==> config.mk <==
export PLATFORM = sky130hd
export DESIGN_NAME = issue_hazard_check
export DESIGN_NICKNAME = d
export VERILOG_FILES = /design/src/rtl/issue_hazard_check.sv
export SDC_FILE = /design/constraint.sdc
export NUM_CORES = 1
export LEC_CHECK = 0
export ABC_CLOCK_PERIOD_IN_PS = 3500
export BUFFER_PORTS_ARGS = -buffer_cell sky130_fd_sc_hd__clkbuf_2
export CORE_ASPECT_RATIO = 1.75
export CORE_MARGIN = 8
export CORE_UTILIZATION = 45
export CTS_BUF_LIST = sky130_fd_sc_hd__clkbuf_16
export CTS_CLUSTER_DIAMETER = 100
export DETAILED_ROUTE_END_ITERATION = 10
export PLACE_DENSITY = 0.73
export SLEW_MARGIN = 15
export SYNTH_ARGS = -nofsm -noshare
export SYNTH_HDL_FRONTEND = slang
export SYNTH_SLANG_ARGS = --single-unit
==> constraint.sdc <==
create_clock -name CLK -period 3.5 [get_ports CLK]
set_input_delay 0.7 -clock CLK [delete_from_list [all_inputs] [get_ports CLK]]
set_output_delay 0.7 -clock CLK [all_outputs]
set_load 0.03 [all_outputs]
==> src/rtl/issue_hazard_check.sv <==
// Register scoreboard between decode-2 and schedule: counts in-flight GPR writes and a CSR
// pending flag, and raises STALL on RAW, CSR or counter-saturation hazards.
module issue_hazard_check #(
  parameter int unsigned CNT_W = 2
) (
  input  logic       CLK,
  input  logic       RST,
  input  logic       FLUSH,
  input  logic       MEM_WAIT,
  input  logic       CHECK_VALID,
  input  logic [4:0] CHECK_RS1,
  input  logic [4:0] CHECK_RS2,
  input  logic       CHECK_RS1_USE,
  input  logic       CHECK_RS2_USE,
  input  logic [4:0] CHECK_RD,
  input  logic       CHECK_RD_WRITE,
  input  logic       CHECK_CSR_READ,
  input  logic       CHECK_CSR_WRITE,
  input  logic       RETIRE_VALID,
  input  logic [4:0] RETIRE_RD,
  input  logic       RETIRE_CSR,
  output logic       STALL,
  output logic       BUSY_ANY,
  output logic       ERR
);

  localparam logic [CNT_W-1:0] CntMax = '1;

  // Entry 0 exists only to keep indexing simple; it is never written.
  logic [CNT_W-1:0] cnt_q [32];
  logic [CNT_W-1:0] cnt_d [32];
  logic             csr_pend_q, csr_pend_d;
  logic             err_q, err_d;
  logic             busy_q, busy_d;
  logic             haz_rs1, haz_rs2, haz_csr, haz_sat;
  logic             issue;
  logic             inc, dec;

  always_comb begin
    haz_rs1 = CHECK_RS1_USE && (CHECK_RS1 != 5'd0) && (cnt_q[CHECK_RS1] != '0);
    haz_rs2 = CHECK_RS2_USE && (CHECK_RS2 != 5'd0) && (cnt_q[CHECK_RS2] != '0);
    haz_csr = (CHECK_CSR_READ || CHECK_CSR_WRITE) && csr_pend_q;
    haz_sat = CHECK_RD_WRITE && (CHECK_RD != 5'd0) && (cnt_q[CHECK_RD] == CntMax);
    STALL   = RST && CHECK_VALID && (haz_rs1 || haz_rs2 || haz_csr || haz_sat);
    issue   = CHECK_VALID && !STALL && !MEM_WAIT && !FLUSH;
  end

  always_comb begin
    cnt_d      = cnt_q;
    csr_pend_d = csr_pend_q;
    err_d      = err_q;
    inc        = 1'b0;
    dec        = 1'b0;
    if (FLUSH) begin
      // Flush kills every in-flight write; retires this cycle are dropped silently.
      for (int i = 0; i < 32; i++) begin
        cnt_d[i] = '0;
      end
      csr_pend_d = 1'b0;
    end else begin
      for (int i = 1; i < 32; i++) begin
        inc = issue && CHECK_RD_WRITE && (CHECK_RD == 5'(i));
        dec = RETIRE_VALID && (RETIRE_RD == 5'(i));
        if (dec && (cnt_q[i] == '0)) begin
          err_d = 1'b1;
          dec   = 1'b0;
        end
        if (inc && !dec) begin
          cnt_d[i] = cnt_q[i] + CNT_W'(1);
        end else if (dec && !inc) begin
          cnt_d[i] = cnt_q[i] - CNT_W'(1);
        end
      end
      if (RETIRE_CSR && !csr_pend_q) begin
        err_d = 1'b1;
      end
      // A new CSR write wins over a simultaneous CSR retire.
      if (issue && CHECK_CSR_WRITE) begin
        csr_pend_d = 1'b1;
      end else if (RETIRE_CSR) begin
        csr_pend_d = 1'b0;
      end
    end
    busy_d = csr_pend_d;
    for (int i = 1; i < 32; i++) begin
      busy_d = busy_d | (|cnt_d[i]);
    end
  end

  always_ff @(posedge CLK) begin
    if (!RST) begin
      for (int i = 0; i < 32; i++) begin
        cnt_q[i] <= '0;
      end
      csr_pend_q <= 1'b0;
      err_q      <= 1'b0;
      busy_q     <= 1'b0;
    end else begin
      cnt_q      <= cnt_d;
      csr_pend_q <= csr_pend_d;
      err_q      <= err_d;
      busy_q     <= busy_d;
    end
  end

  assign BUSY_ANY = busy_q;
  assign ERR      = err_q;

endmodule

Word-level counts from Yosys, hierarchy flattened

Index checks and enable logic that the tools add are counted.

Add/subtract/negate cells: 62
Multiply operators: 0
Div/mod/pow operators: 0
$lt $le $gt $ge: 3
Eq/ne operators: 63
Shift operators: 0
Multiplexer cells: 169
Bitwise operators: 35
Reduce and logical (&&, ||, !) cells: 309

Operator list:

| cell                | number |
|---|---|
| $logic_and 1x1->1   | 170 |
| $eq 5x5->1 const B  | 32 |
| $mux 2              | 68 |
| $mux 1              | 97 |
| $eq 5x4->1 const B  | 16 |
| $logic_not 1->1     | 66 |
| $add 2x1->2 const B | 31 |
| $logic_not 2->1     | 31 |
| $mux 62             | 1 |
| $reduce_or 2->1     | 31 |
| $sub 2x1->2 const B | 31 |
| $eq 5x3->1 const B  | 8 |
| $reduce_bool 32->1  | 1 |
| $or 1x1->1          | 31 |
| $bmux 2 s5          | 3 |
| $eq 5x2->1 const B  | 4 |
| $ge 6x6->1 const B  | 3 |
| $not 5->6           | 3 |
| $reduce_bool 5->1   | 3 |
| $eq 5x1->1 const B  | 2 |
| $logic_or 1x1->1    | 4 |
| $reduce_bool 2->1   | 2 |
| $eq 2x2->1 const B  | 1 |
| $reduce_and 2->1    | 1 |
| $not 1->1           | 1 |

Register bits after elaboration: 65
Latch bits: 0
Bits in writable memories: 0
ROM bits: 0
Bits of input ports: 32
Output and inout bits: 3
Logic and storage cells: 675
Memories kept: 0

Longest topological paths before layout

Depth in word-level cells: 53
Gate-level depth with buffers: 15
Mapped depth without buffers: 11

Worst setup path before layout

OpenSTA, ideal clock, no wires.

Path kind: in2reg
Start point: input port CHECK_RS1[0]
End point: register busy_q (netlist: BUSY_ANY)
Setup time: 133 ps
Arrival: 3,611 ps
Data required time: 3,367 ps
Slack: -244 ps
Cell stages on the path: 14
Buffers on the path: 3
Cell sequence: buf_2 -> buf_6 -> nor3_1 -> a2111oi_0 -> nor4_1 -> o32ai_1 -> o31a_2 -> buf_6 -> nor4_2 -> mux2_2 -> a22oi_1 -> o2111ai_1 -> a2111oi_0 -> a31oi_1

Word-level cells in the longest chain between the ends: 53
Elaborated cells on any way between the ends: 269
Those cells by class: mux (68); bitwise (32); reduce/logical (169)

RTL lines:

| element                                    | RTL line | source |
|---|---|---|
| from (decl)                                | 11       | `input logic [4:0] CHECK_RS1,` |
| $not 5->6 (implied by the code)            | 40       | `haz_rs1 = CHECK_RS1_USE && (CHECK_RS1 != 5'd0) && (cnt_q[CHECK_RS1] != '0);` |
| $bmux 2 s5                                 | 40       |  |
| $mux 2 (implied by the code) (2 in series) | 40       |  |
| $reduce_bool 2->1                          | 40       |  |
| $logic_and 1x1->1 *                        | 40       |  |
| $logic_or 1x1->1 * (3 in series)           | 44       | `STALL = RST && CHECK_VALID && (haz_rs1 \|\| haz_rs2 \|\| haz_csr \|\| haz_sat);` |
| $logic_and 1x1->1 *                        | 44       |  |
| $logic_not 1->1 *                          | 45       | `issue = CHECK_VALID && !STALL && !MEM_WAIT && !FLUSH;` |
| [5 not listed]                             | n/a      |  |
| $logic_not 1->1                            | 70       | `end else if (dec && !inc) begin` |
| $logic_and 1x1->1                          | 70       |  |
| $mux 2                                     | 70       |  |
| $mux 2                                     | 68       | `if (inc && !dec) begin` |
| $mux 62                                    | 54       | `if (FLUSH) begin` |
| $reduce_or 2->1                            | 86       | `busy_d = busy_d \| (\|cnt_d[i]);` |
| $or 1x1->1 (30 in series)                  | 86       |  |
| $or 1x1->1 *                               | 86       |  |
| to (signal assigned)                       | 102      | `busy_q <= busy_d;` |
| to (decl)                                  | 34       | `logic busy_q, busy_d;` |

Every way passes the cells marked *; elsewhere a longest branch is shown, timed or not. The select of a mux whose other input is x is not followed.
A chain may end at the register's enable or synchronous reset.

Worst setup path after layout

Ends and elaborated chain as after synthesis.

==> impl_summary.log <==
[metrics] run status: finished with violations
[metrics] failing checks: negative setup slack
[metrics] minimum clock period after layout: roughly 4100 ps
[metrics] fraction of synthesized cell area taken by the top area cell type: 0.182
[metrics] cell type contributing the most total cell area after synthesis: sky130_fd_sc_hd__dfxtp_1
[metrics] worst setup slack before clock tree synthesis: -1280 ps
[metrics] clock network fraction of design power: 0.429
[metrics] antenna-violating nets left: 0
[metrics] hold crit path type: reg2reg
[metrics] nature of the critical path endpoint: flop
[metrics] Vert. Die Dim: roughly 180 um
[metrics] IR drop worst, VDD: 0.176 mV
[metrics] clock tree from TritonCTS: yes
[metrics] critical-path maximum fanout: 7
[metrics] worst slew pin tran: 707 ps
[metrics] Yosys cell types: 85
[metrics] number of ports placed on the die boundary: 35
[metrics] total iterations of the first detailed-routing run: 8
[metrics] Final nets: about 1300
[metrics] share of layout cells above drive strength 1: 0.396
[metrics] Crit-path slowest cell: sky130_fd_sc_hd__or4_4
[metrics] yosys warns: 0
[metrics] pin count of the biggest net entering global routing: 31
[metrics] startpoint of the worst register-to-register path: cnt_q[11]$_SDFF_PN0_
[metrics] switching power share of the total: 0.297
[metrics] Seq/Total Area, Yosys: 0.182
[metrics] overflow left after global routing: 0
[metrics] initial antenna violation count: 0
[metrics] RePlAce Congestion: ~1.1
[metrics] Setup WS post-layout: -595 ps
[metrics] number of vias after detailed routing: between 9000 and 10000
[metrics] relative contribution of combinational cells to total power: 0.218
[metrics] mean routed wirelength per cell: 25.3 um
[metrics] Critical Path Most Common Cell: sky130_fd_sc_hd__buf_6
[metrics] largest stage delay on the critical path: between 500 and 600 ps
[metrics] area added between synthesis and finish: 51.6%
[metrics] synthesized area per cell: between 7 and 8 um2
[metrics] headroom to the max-slew limit: 0.516
[metrics] cell-by-cell trace of the critical path: clkbuf_16 -> buf_8 -> bufbuf_16 -> nand2b_1 -> a21oi_2 -> o41ai_2 -> o31a_4 -> buf_6 -> buf_6 -> or4_4 -> maj3_2 -> mux2i_4 -> nand4_1 -> nor4_4 -> a31oi_1
[metrics] worst setup path start: CHECK_RS1[0]
[metrics] EDFF count, synth: 0
[metrics] number of I/O port buffers: 34
[metrics] clk_lat worst skew: 350 ps
[metrics] GRT Total Usage: 0.354
[metrics] Max H-tree Level: 3
[metrics] DIE AREA: around 20000 um2
[metrics] # hold bufs at CTS: 0
[metrics] final critical-path share of the clock period: 1.17
[metrics] number of buffers and inverters on the critical path: 5
[metrics] net switching power figure: 627 uW
[metrics] total length of routed wires: 37100 um
[metrics] wire length of the first global-routing pass: between 50000 and 60000 um
[metrics] Chip Width: between 100 and 150 um
[metrics] final-report max-slew violation count: 0
[metrics] clock slew seen by the registers of the worst setup and hold paths: roughly 60 ps
[metrics] synth cell count leaders: sky130_fd_sc_hd__nor2_1, sky130_fd_sc_hd__inv_1, sky130_fd_sc_hd__nor3_1
[metrics] fraction of registers with async set or reset after synthesis: 0
[metrics] required time of the critical path: ~3700 ps
[metrics] number of remaining DRC errors: 0
[metrics] vias in the first global route: 9178
[metrics] static power due to leakage: about 4.3 nW
[metrics] vias per inst: roughly 6.3
[metrics] endpoints failing hold: 0
[metrics] Final setup violation count: 3
[metrics] number of clock buffers inserted by TritonCTS: 9
[metrics] setup repair after global routing missed its margin: true
[metrics] root cell of the clock tree: sky130_fd_sc_hd__clkbuf_16
[metrics] initial standard-cell utilization of the core: 0.456
[metrics] number of fill cells: 1315
[metrics] Fmax: between 0.2 and 0.25 GHz
[metrics] setup slack on the worst flop-to-flop path: -530 ps
[metrics] CP arrival: around 4300 ps
[metrics] post-synth design cell area: about 7200 um2
[metrics] site row count: between 60 and 70
[metrics] number of DRC violations after detailed-routing iteration 0: approximately 940
[metrics] Mapped Cells: ~940
[metrics] clk sinks: 65
[metrics] clock buffer depth: 2
[metrics] worst clock skew: roughly 7.8 ps
[metrics] Pint: around 1.5 mW
[metrics] Seq cells post-synth: 65
[metrics] startpoint of the tightest hold check path: ERR$_SDFFE_PN0P_
[metrics] area of the multi-input gates: 5690 um2
[metrics] critical path's top delay family: simple AND/OR/NAND/NOR gates
[metrics] Core Area: ~16000 um2
[metrics] sort of element at the start of the critical path: input pin
[metrics] top cells by area, synth: sky130_fd_sc_hd__dfxtp_1, sky130_fd_sc_hd__xnor2_1, sky130_fd_sc_hd__ha_1
[metrics] combined flip-flop and latch cell area: about 1300 um2
[metrics] Worst Path Class, Setup: in2reg
[metrics] Antenna Diode Count: 0
[metrics] utilization after layout: 0.691
[metrics] library cell with the highest instance count after synthesis: sky130_fd_sc_hd__nor2_1
[metrics] post-synth net total: 1000
[metrics] predominant post-synthesis flop cell: sky130_fd_sc_hd__dfxtp_1
[metrics] placed wire-length estimate after detailed placement: ~28000 um
[metrics] sequential share of power: 0.353
[metrics] power per standard cell area: a little under 200 nW/um2
[metrics] number of max-cap violations: 0
## worst register-to-register path, stage by stage, from the launching register on
cell and delay, ps:
sky130_fd_sc_hd__dfxtp_1 400, sky130_fd_sc_hd__nor3_4 220, sky130_fd_sc_hd__a2111oi_2 70, sky130_fd_sc_hd__nor4_1 330, sky130_fd_sc_hd__buf_4 180, sky130_fd_sc_hd__o32ai_2 90
sky130_fd_sc_hd__o31a_4 350, sky130_fd_sc_hd__buf_6 150, sky130_fd_sc_hd__buf_6 110, sky130_fd_sc_hd__or4_4 530, sky130_fd_sc_hd__maj3_2 330, sky130_fd_sc_hd__mux2i_4 250
sky130_fd_sc_hd__nand4_1 210, sky130_fd_sc_hd__nor4_4 510, sky130_fd_sc_hd__a31oi_1 160
## metal layers
layer / track usage / wire length, um / share of wire
met1: 0.363 / 12800 / 0.34
met2: 0.616 / 18000 / 0.48
met3: 0.0635 / 2980 / 0.080
met4: 0.293 / 3390 / 0.091
met5: 0 / 0 / 0
## registers in the layout (all words and copies together), names as in the netlist
signal      cells
BUSY_ANY        1
ERR             1
cnt_q          62
csr_pend_q      1
## metrics by stage
stage	hold WS (ps)	cell area [um2]	power, mW	setup TNS [ps]	std cells
CTS	479	10700	2.07	-483	1454
floorplan	464	7210	0.939	-102	937
global placement	458	9750	1.12	-7720	1416
detailed placement	466	9750	1.12	-8130	1416
finish	479	10900	2.11	-862	1467
global route	531	10900	2.16	-1090	1467
## power by group through the flow
stage	combinational, mW	clock, mW	sequential, mW
floorplan	0.177	0	0.762
global placement	0.364	0	0.760
detailed placement	0.365	0	0.760
CTS	0.421	0.905	0.743
global route	0.472	0.940	0.743
finish	0.459	0.904	0.743
## what timing repair did
action | in CTS | in global routing
gates cloned | 4 | 0
resized for setup | 80 | 28
pin swaps | 32 | 30
buffers inserted | 19 | 15
setup endpoints to repair | 7 | 9
## layout by cell type (no fill, tap or decap), types with 19 or more instances in the layout
master                       n
sky130_fd_sc_hd__xnor2_1    60
sky130_fd_sc_hd__o21ai_0    23
sky130_fd_sc_hd__buf_4     322
sky130_fd_sc_hd__nand2_1    61
sky130_fd_sc_hd__dfxtp_1    65
sky130_fd_sc_hd__ha_1       31
sky130_fd_sc_hd__a21oi_1    23
sky130_fd_sc_hd__nor2_1    100
sky130_fd_sc_hd__inv_1      82
sky130_fd_sc_hd__nor3_1     52
sky130_fd_sc_hd__clkbuf_2   29
sky130_fd_sc_hd__nor4_1     19
sky130_fd_sc_hd__or3_1      25
sky130_fd_sc_hd__mux2i_1    20
## area by class of cell
type / instances / share of cell area
sequential: 65 / 0.120
timing repair buffer: 380 / 0.280
multi-input combinational: 734 / 0.523
inverter: 84 / 0.0295
tap: 189 / 0.0218
clock inverter: 6 / 0.00472
clock buffer: 9 / 0.0207
## logic make-up after synthesis
| family | count (synthesis) | share of synthesized area |
|---|---|---|
| AO/OA/AOI/OAI | 177 | 0.191 |
| XOR/XNOR | 63 | 0.0770 |
| flip-flops | 65 | 0.182 |
| multiplexers | 48 | 0.0981 |
| buffers and inverters | 139 | 0.0808 |
| adder cells (fa/ha/maj) | 46 | 0.0754 |
| AND/OR/NAND/NOR | 399 | 0.297 |
## worst paths after layout
path / to / cells after the start
min reg2reg: ERR$_SDFFE_PN0P_ / 2
max: BUSY_ANY$_SDFF_PN0_ / 15
min: ERR$_SDFFE_PN0P_ / 2
max reg2reg: BUSY_ANY$_SDFF_PN0_ / 14
Power figures use the tool's default switching activity.
